### config.mk
export PLATFORM = sky130hd
export DESIGN_NAME = ones_accumulator
export DESIGN_NICKNAME = d
export VERILOG_FILES = /design/src/rtl/ones_accumulator_pkg.sv /design/src/rtl/ones_accumulator_sat_add.sv /design/src/rtl/ones_accumulator.sv
export SDC_FILE = /design/constraint.sdc
export NUM_CORES = 1
export LEC_CHECK = 0
export ABC_AREA = 1
export CORE_ASPECT_RATIO = 1.75
export CORE_MARGIN = 1.5
export CORE_UTILIZATION = 51
export CTS_CLUSTER_SIZE = 16
export DETAILED_ROUTE_END_ITERATION = 10
export GPL_TIMING_DRIVEN = 0
export PLACE_DENSITY_LB_ADDON = 0.25
export RECOVER_POWER = 100
export SLEW_MARGIN = 20
export SYNTH_ARGS = -nofsm -noshare
export SYNTH_HDL_FRONTEND = slang
export SYNTH_HIERARCHICAL = 1
export SYNTH_SLANG_ARGS = --single-unit
### constraint.sdc
create_clock -name clk -period 2.2 [get_ports clk]
set_input_delay 0.44 -clock clk [delete_from_list [all_inputs] [get_ports clk]]
set_output_delay 0.44 -clock clk [all_outputs]
set_load 0.05 [all_outputs]
### src/rtl/ones_accumulator_pkg.sv
`default_nettype none
// ============================================================================
// Module      : ones_acc_pkg
// Description : Shared types and constants for the ones accumulator: the
//               frame FSM state encoding, the largest legal per-byte ones
//               count, and the default parameter widths.
// Revision    : 1.0  - initial release
// ============================================================================
package ones_acc_pkg;

    // Largest ones count a single byte can produce.
    localparam int MAX_CNT = 8;

    // Default widths: SUM_W >= clog2(8*MAX_BYTES+1), LEN_W >= clog2(MAX_BYTES+1).
    localparam int DEF_MAX_BYTES = 256;
    localparam int DEF_SUM_W     = 12;
    localparam int DEF_LEN_W     = 9;

    typedef enum logic [1:0] {
        IDLE  = 2'd0,
        ACCUM = 2'd1,
        DONE  = 2'd2
    } state_t;

endpackage
`default_nettype wire

### src/rtl/ones_accumulator_sat_add.sv
`default_nettype none
// ============================================================================
// Module      : sat_add
// Description : SUM_W-bit unsigned adder with a 4-bit addend that clamps to
//               all-ones instead of wrapping.
// Ports       : i_a   [SUM_W-1:0]  running value
//               i_b   [3:0]        addend (zero-extended)
//               o_sum [SUM_W-1:0]  saturated sum
// Revision    : 1.0  - initial release
// ============================================================================
module sat_add
    import ones_acc_pkg::*;
#(
    parameter int SUM_W = DEF_SUM_W
) (
    input  logic [SUM_W-1:0] i_a,
    input  logic [3:0]       i_b,
    output logic [SUM_W-1:0] o_sum
);

    // One extra bit catches the carry out; SUM_W must be at least 4.
    logic [SUM_W:0] w_wide;

    assign w_wide = {1'b0, i_a} + {{(SUM_W - 3){1'b0}}, i_b};
    assign o_sum  = w_wide[SUM_W] ? {SUM_W{1'b1}} : w_wide[SUM_W-1:0];

endmodule
`default_nettype wire

### src/rtl/ones_accumulator.sv
`default_nettype none
// ============================================================================
// Module      : ones_accumulator
// Description : Sums per-byte ones counts over a frame of beats and presents
//               the total, beat count and an error flag once the frame closes.
// Ports       : clk, rst                 clock, synchronous active-high reset
//               cnt_in[3:0]              per-byte ones count (legal 0..8)
//               cnt_valid / cnt_ready    input beat handshake
//               cnt_last                 final beat of the frame
//               sum_out[SUM_W-1:0]       total ones of the completed frame
//               len_out[LEN_W-1:0]       beats accepted in the completed frame
//               err_out                  illegal count or overlong frame
//               out_valid / out_ready    result handshake
// Revision    : 1.0  - initial release
// ============================================================================
module ones_accumulator
    import ones_acc_pkg::*;
#(
    parameter int MAX_BYTES = DEF_MAX_BYTES,
    parameter int SUM_W     = DEF_SUM_W,
    parameter int LEN_W     = DEF_LEN_W
) (
    input  logic             clk,
    input  logic             rst,
    input  logic [3:0]       cnt_in,
    input  logic             cnt_valid,
    input  logic             cnt_last,
    output logic             cnt_ready,
    output logic [SUM_W-1:0] sum_out,
    output logic [LEN_W-1:0] len_out,
    output logic             err_out,
    output logic             out_valid,
    input  logic             out_ready
);

    localparam logic [LEN_W-1:0] c_max_len = LEN_W'(MAX_BYTES);
    localparam logic [3:0]       c_max_cnt = 4'(MAX_CNT);

    state_t           r_state;
    state_t           w_state_next;

    logic [SUM_W-1:0] r_run_sum;
    logic [LEN_W-1:0] r_run_len;
    logic             r_run_err;
    logic [SUM_W-1:0] r_sum_out;
    logic [LEN_W-1:0] r_len_out;
    logic             r_err_out;

    logic             w_accept;
    logic             w_first;
    logic             w_illegal;
    logic             w_full;
    logic [3:0]       w_addend;
    logic [SUM_W-1:0] w_base_sum;
    logic [SUM_W-1:0] w_add_sum;
    logic [SUM_W-1:0] w_next_sum;
    logic [LEN_W-1:0] w_next_len;
    logic             w_next_err;

    // ------------------------------------------------------------------
    // FSM: state register
    // ------------------------------------------------------------------
    always_ff @(posedge clk) begin
        if (rst) begin
            r_state <= IDLE;
        end else begin
            r_state <= w_state_next;
        end
    end

    // ------------------------------------------------------------------
    // FSM: next-state logic
    // ------------------------------------------------------------------
    always_comb begin
        w_state_next = r_state;
        case (r_state)
            IDLE: begin
                if (w_accept) begin
                    w_state_next = cnt_last ? DONE : ACCUM;
                end
            end
            ACCUM: begin
                if (w_accept && cnt_last) begin
                    w_state_next = DONE;
                end
            end
            DONE: begin
                if (out_ready) begin
                    w_state_next = IDLE;
                end
            end
            default: w_state_next = IDLE;
        endcase
    end

    // ------------------------------------------------------------------
    // FSM: outputs (input is refused while a result is pending)
    // ------------------------------------------------------------------
    always_comb begin
        cnt_ready = 1'b1;
        out_valid = 1'b0;
        if (r_state == DONE) begin
            cnt_ready = 1'b0;
            out_valid = 1'b1;
        end
    end

    assign w_accept = cnt_valid & cnt_ready;

    // ------------------------------------------------------------------
    // Beat datapath
    // ------------------------------------------------------------------
    // In IDLE the next accepted beat starts a frame, so the running values
    // are replaced rather than accumulated.
    assign w_first    = (r_state == IDLE);
    assign w_illegal  = (cnt_in > c_max_cnt);
    assign w_addend   = w_illegal ? c_max_cnt : cnt_in;
    assign w_base_sum = w_first ? '0 : r_run_sum;
    // A beat beyond MAX_BYTES is flagged but contributes nothing.
    assign w_full     = !w_first && (r_run_len == c_max_len);

    sat_add #(
        .SUM_W (SUM_W)
    ) u_sat_add (
        .i_a   (w_base_sum),
        .i_b   (w_addend),
        .o_sum (w_add_sum)
    );

    assign w_next_sum = w_full ? r_run_sum : w_add_sum;
    assign w_next_len = w_first ? LEN_W'(1)
                      : (w_full ? r_run_len : r_run_len + LEN_W'(1));
    assign w_next_err = (!w_first && r_run_err) | w_illegal | w_full;

    // The result registers capture the post-last-beat totals, so they are
    // valid together with the move into DONE and hold until the next frame.
    always_ff @(posedge clk) begin
        if (rst) begin
            r_run_sum <= '0;
            r_run_len <= '0;
            r_run_err <= 1'b0;
            r_sum_out <= '0;
            r_len_out <= '0;
            r_err_out <= 1'b0;
        end else if (w_accept) begin
            r_run_sum <= w_next_sum;
            r_run_len <= w_next_len;
            r_run_err <= w_next_err;
            if (cnt_last) begin
                r_sum_out <= w_next_sum;
                r_len_out <= w_next_len;
                r_err_out <= w_next_err;
            end
        end
    end

    assign sum_out = r_sum_out;
    assign len_out = r_len_out;
    assign err_out = r_err_out;

endmodule
`default_nettype wire
### Word-level counts from Yosys, hierarchy flattened

Index checks and enable logic that the tools add are counted.

| cells by class | value |
|---|---|
| bitwise gates (word level) | 3 |
| reductions and logical operators | 7 |
| $add $sub $neg | 2 |
| equal/unequal tests | 6 |
| mux-type cells | 13 |
| $lt $le $gt $ge | 1 |

Operator list:

| kind | number |
|---|---|
| $mux W12 | 3 |
| $mux W9 | 2 |
| $add A12 B4 Y13 | 1 |
| $add A9 B1 Y9 const B | 1 |
| $eq A9 B9 Y1 const B | 1 |
| $mux W2 | 4 |
| $ne A2 B2 Y1 const B | 3 |
| $pmux W2 S3 | 1 |
| $gt A4 B4 Y1 const B | 1 |
| $mux W4 | 1 |
| $logic_and A1 B1 Y1 | 3 |
| $reduce_and A3 Y1 | 1 |
| $eq A2 B1 Y1 const B | 1 |
| $eq A2 B2 Y1 const B | 1 |
| $logic_not A2 Y1 | 1 |
| $mux W1 | 2 |
| $or A1 B1 Y1 | 2 |
| $reduce_and A2 Y1 | 1 |
| $and A1 B1 Y1 | 1 |
| $logic_not A1 Y1 | 1 |

| storage, ports and cells | value |
|---|---|
| register bits | 46 |
| bits of input ports | 9 |
| output and inout port bits | 24 |

### Longest topological paths before layout

| logic depth | value |
|---|---|
| depth in word-level cells | 6 |
| gate-level depth with buffers | 17 |
| depth with buffers taken out | 17 |

### Cells and area by module

Netlist, hierarchy kept.

Modules (own cells, without submodules):

| module | area an instance (um^2) | cells an instance | times used |
|---|---|---|---|
| ones_accumulator | 2398.6 | 349 | 1 |
| sat_add | 489.2 | 93 | 1 |

### Least setup slack after synthesis

No wires, ideal clock.

| timing | value |
|---|---|
| path type | reg2reg |
| start | register r_state[0] |
| end | register r_run_sum[8] |
| setup time | 0.109 ns |
| arrival | 2.132 ns |
| path slack | -0.041 ns |
| cell stages (with the launch flop) | 15 |
| cells stage by stage | dfxtp_1 > nor2_2 > buf_1 > nor2_1 > fa_1 > nand3_2 > nand2_2 > nand2_2 > nand2_1 > o21ai_1 > inv_1 > nand2_1 > nand3_1 > nand2_1 > inv_1 |

| between the ends | value |
|---|---|
| word-level cells in the longest chain between the ends | 5 |
| elaborated cells on any way between the ends | 10 |

RTL lines:

| element | RTL line | source |
|---|---|---|
| start, declared | ones_accumulator.sv:39 | `state_t r_state;` |
| start signal, assigned | ones_accumulator.sv:67 | `r_state <= w_state_next;` |
| $logic_not A2 Y1 | ones_accumulator.sv:115 | `assign w_first = (r_state == IDLE);` |
| $mux W12 | ones_accumulator.sv:118 | `assign w_base_sum = w_first ? '0 : r_run_sum;` |
| net w_base_sum[1] | ones_accumulator.sv:54 | `logic [SUM_W-1:0] w_base_sum;` |
| $add A12 B4 Y13 | ones_accumulator_sat_add.sv:24 | `assign w_wide = {1'b0, i_a} + {{(SUM_W - 3){1'b0}}, i_b};` |
| $mux W12 | ones_accumulator_sat_add.sv:25 | `assign o_sum = w_wide[SUM_W] ? {SUM_W{1'b1}} : w_wide[SUM_W-1:0];` |
| net w_add_sum[8] | ones_accumulator.sv:55 | `logic [SUM_W-1:0] w_add_sum;` |
| $mux W12 | ones_accumulator.sv:130 | `assign w_next_sum = w_full ? r_run_sum : w_add_sum;` |
| end signal, assigned | ones_accumulator.sv:146 | `r_run_sum <= w_next_sum;` |
| end, declared | ones_accumulator.sv:42 | `logic [SUM_W-1:0] r_run_sum;` |

The timed path passes the listed nets, and every way through them passes these cells.
A chain may end at the register's enable or synchronous reset.

### Final worst setup path

| timing | value |
|---|---|
| start | register r_state[1] |
| end | output cnt_ready |

| between the ends | value |
|---|---|
| word-level cells in the longest chain between the ends | 2 |

RTL lines:

| element | RTL line | source |
|---|---|---|
| $eq A2 B2 Y1 | ones_accumulator.sv:102 | `if (r_state == DONE) begin` |
| $mux W1 | ones_accumulator.sv:102 |  |
| end, declared | ones_accumulator.sv:28 | `output logic cnt_ready,` |

No other way between the ends.

==> key figures <==
Run status
  – Run status: complete, no violations

Final layout
  – Layout area overhead: 24.61%
  – FF/Latch Area: 925.9 µm²
  – Commonest non-fill, non-tap cell in the layout: nand2_1
  – ANT cells: 0
  – Fraction of layout instances using a drive strength above 1: 0.1513
  – Multi-input logic area: approximately 1700 µm²
  – Commonest non-fill, non-tap cells in the layout: 87 x nand2_1, 72 x inv_1, 51 x nand3_1
  – Final #Nets: 504
  – Fillers: 514

Detailed routing
  – Drt pass-1 iters: 4
  – Total number of vias: 2987
  – Post-route ant nets: 0
  – DRC errors left: 0
  – Vias per cell: 5.287
  – WL final: 7751 µm
  – Routed len/inst: approximately 14 µm
  – Starting DRC count in detailed routing: 143

STA
  – Worst rel slew slack: 0.6488
  – Hold slack: approximately 0.54 ns
  – Minimum clock period: 2.071 ns
  – Max frequency: ~480 MHz
  – Period utilisation layout: 0.9414
  – Final Skew: approximately 0.011 ns
  – Slew Limit Fails: 0
  – Setup TNS: 0 ns
  – Slew @ Worst Pin: 0.5250 ns
  – RSZ-0062 raised after global routing: false
  – Final Hold Violating Endpoints: 0
  – Final worst-path setup slack: 0.1289 ns
  – Setup-failing EPs final: 0

Power
  – Gate power share: 0.297
  – Worst vdd ir: roughly 0.00048 V
  – NetSw: 0.0007772 W
  – Clock Power Share: 0.280
  – Sequential Power Share: 0.423
  – P per Cell Area: 623.3 nW/µm²
  – Switch share: 0.3465
  – P_int: 0.001466 W
  – Pleak: 1.829 nW

Die
  – Boundary Pins: 33
  – Die height: 102.5 µm
  – Die area: between 6000 and 7000 µm²
  – CORE AREA: 5495 µm²
  – Standard-cell rows: 36
  – Initial Util: 0.5255
  – DIE WIDTH: approximately 60 µm

Setup path
  – Critical Path AT: 1.63 ns
  – Worst-path cell chain: inv_2 > nor2_4 > inv_2 > clkdlybuf4s50_1
  – Startpoint types: register
  – CP Data Required Time: around 1.8 ns
  – Crit path kind: register to output pin
  – R2R setup slack: 0.14 ns
  – Crit path top cell by count: inv_2
  – Crit path buf inv count: 3
  – Crit-path max cell delay: 0.80 ns
  – Worst Setup End Kind: output pin
  – R2r startpoint: r_state[0]$_SDFFE_PP0P_
  – R2R depth: 12
  – Reg2reg end: sum_out[10]$_SDFFE_PP0P_
  – Crit-path max FO: 3
  – Slowest stage cell, crit path: clkdlybuf4s50_1
  – Top delay family on crit path: buffers and inverters

Yosys
  – Largest family of logic cells by synthesized area: simple AND/OR/NAND/NOR gates
  – Post-synthesis compound-gate area fraction: 0.1365
  – Synth Register Bits: between 40 and 50
  – Warnings from Yosys: 6
  – Number of synthesized flops with an enable pin: 0
  – Post-Synth XOR/XNOR Area: 0
  – Syn Inst Count: 442
  – Mapped Nets: 458
  – Multiplexer share of the synthesized area: 0
  – Mapped Avg Cell Area: 6.533 µm²
  – Yosys cell types: 31
  – Synth Cell Area: 2888 µm²
  – Post-Synth Adder-Cell Area: 0.03293
  – Post-synthesis simple-gate area fraction: 0.3622
  – Async set or reset register ratio after synthesis: 0
  – Top_reg_cell synth: dfxtp_1
  – Sequential area share after synthesis: 0.3189

Global route
  – Antenna violations before repair: 0
  – Largest net degree at the start of global routing: 15
  – Vias in the first global route: between 2000 and 3000
  – First-pass GRT wire length: ~13000 µm
  – GRT overflow: 0
  – GRT Util Overall: 0.2705

Place
  – Port bufs: 32
  – DP Worst Slack: -0.7690 ns
  – Post-DP HPWL: 5885 µm
  – Routability cong.: 0.9053

Hold path
  – Worst hold endpoint: len_out[5]$_SDFFE_PP0P_
  – Hold Path Class: register to register
  – Worst hold path startpoint: len_out[5]$_SDFFE_PP0P_
  – Hold path depth: 2

CTS
  – CTS max path bufs: 2
  – Worst skew pair latency: approximately 0.31 ns
  – Clk slew on worst S/H paths: 0.08 ns
  – Total clock sinks: 46
  – TritonCTS clock tree: built
  – CTS Buf Count: 5
  – H-tree levels: 2
  – CTS root buffer: clkbuf_8

Job
  – Max Cap Violations: 0
==> power by group through the flow <==
stage          registers [W]  clock network, W  logic (W)
2_1_floorplan        0.00106                 0   0.000360
3_3_place_gp        0.000967                 0   0.000633
3_5_place_dp        0.000969                 0   0.000643
4_1_cts             0.000950          0.000640   0.000664
5_1_grt             0.000958          0.000667   0.000730
6_report            0.000949          0.000627   0.000667
==> timing repair <==
action / CTS / global route
pin swaps: 10 / 4
gates cloned: 1 / 0
setup buffers: 5 / 1
hold buffers: 0 / 0
setup endpoints to repair: 24 / 23
gates resized for setup: 27 / 12
==> cells in the mapped netlist, drive strengths merged (2+ instances only) <==
master  number  share of area
a21oi       31          0.054
buf         15          0.038
clkbuf       5         0.0065
dfxtp       46           0.32
ha           6          0.026
inv         81           0.11
nand2       94           0.13
nand3       62           0.11
nand3b       2         0.0095
nand4       19          0.041
nor2        37          0.062
o21a        13          0.034
o21ai       26          0.046
or2          2         0.0043
==> sequential cells by signal, summed over array words and instances (netlist names) <==
register   cells
r_run_sum     12
sum_out       12
len_out        9
r_run_len      9
r_state        2
err_out        1
r_run_err      1
==> final cells by class <==
| cell class | instances | area share |
|---|---|---|
| Clock inverter | 2 | 0.01043 |
| Sequential cell | 46 | 0.2573 |
| Multi-Input combinational cell | 296 | 0.4649 |
| Tap cell | 76 | 0.02643 |
| Inverter | 81 | 0.08449 |
| Clock buffer | 6 | 0.02017 |
| Buffer | 20 | 0.03616 |
| Timing Repair Buffer | 38 | 0.1001 |
==> tightest hold or removal path, cell delays in order, from the launching register on <==
cell     delay (ns)
dfxtp_1        0.33
o21ai_0        0.08
a21oi_1        0.10
==> per-layer routing <==
layer	vias to the layer above	share of wire	track usage
met2	63	0.58	0.5318
li1	1519	-	-
met5	-	0	0
met1	1384	0.35	0.2602
met3	21	0.032	0.03890
met4	0	0.042	0.1265
==> cells by family after synthesis <==
logic type | count (synthesis)
compound gates | 71
fa+ha+maj | 7
buf+inv | 101
flops | 46
simple gates | 217
==> per-stage QoR <==
stage / total power [W] / cells / cell area, µm² / utilization
2_1_floorplan: 0.001424 / 442 / 2889 / -
3_3_place_gp: 0.001601 / 550 / 3304 / 0.6013
3_5_place_dp: 0.001611 / 550 / 3304 / 0.6013
4_1_cts: 0.002254 / 564 / 3538 / 0.6439
5_1_grt: 0.002355 / 565 / 3598 / 0.6548
6_report: 0.002243 / 565 / 3598 / 0.6548
==> how the worst max path moves through the flow <==
stage / startpoint / to / slack (ns) / cells past startpoint
floorplan: r_state[0]$_SDFFE_PP0P_ / r_run_sum[8]$_SDFFE_PP0P_ / 0.08 / 14
global placement: cnt_in[1] / sum_out[3]$_SDFFE_PP0P_ / -0.73 / 16
detailed placement: cnt_in[1] / sum_out[3]$_SDFFE_PP0P_ / -0.77 / 16
CTS: r_state[0]$_SDFFE_PP0P_ / cnt_ready / 0.03 / 3
global route: cnt_in[1] / sum_out[10]$_SDFFE_PP0P_ / 0.002 / 17
finish: r_state[1]$_SDFFE_PP0P_ / cnt_ready / 0.13 / 4
(Power assumes the default switching activity.)
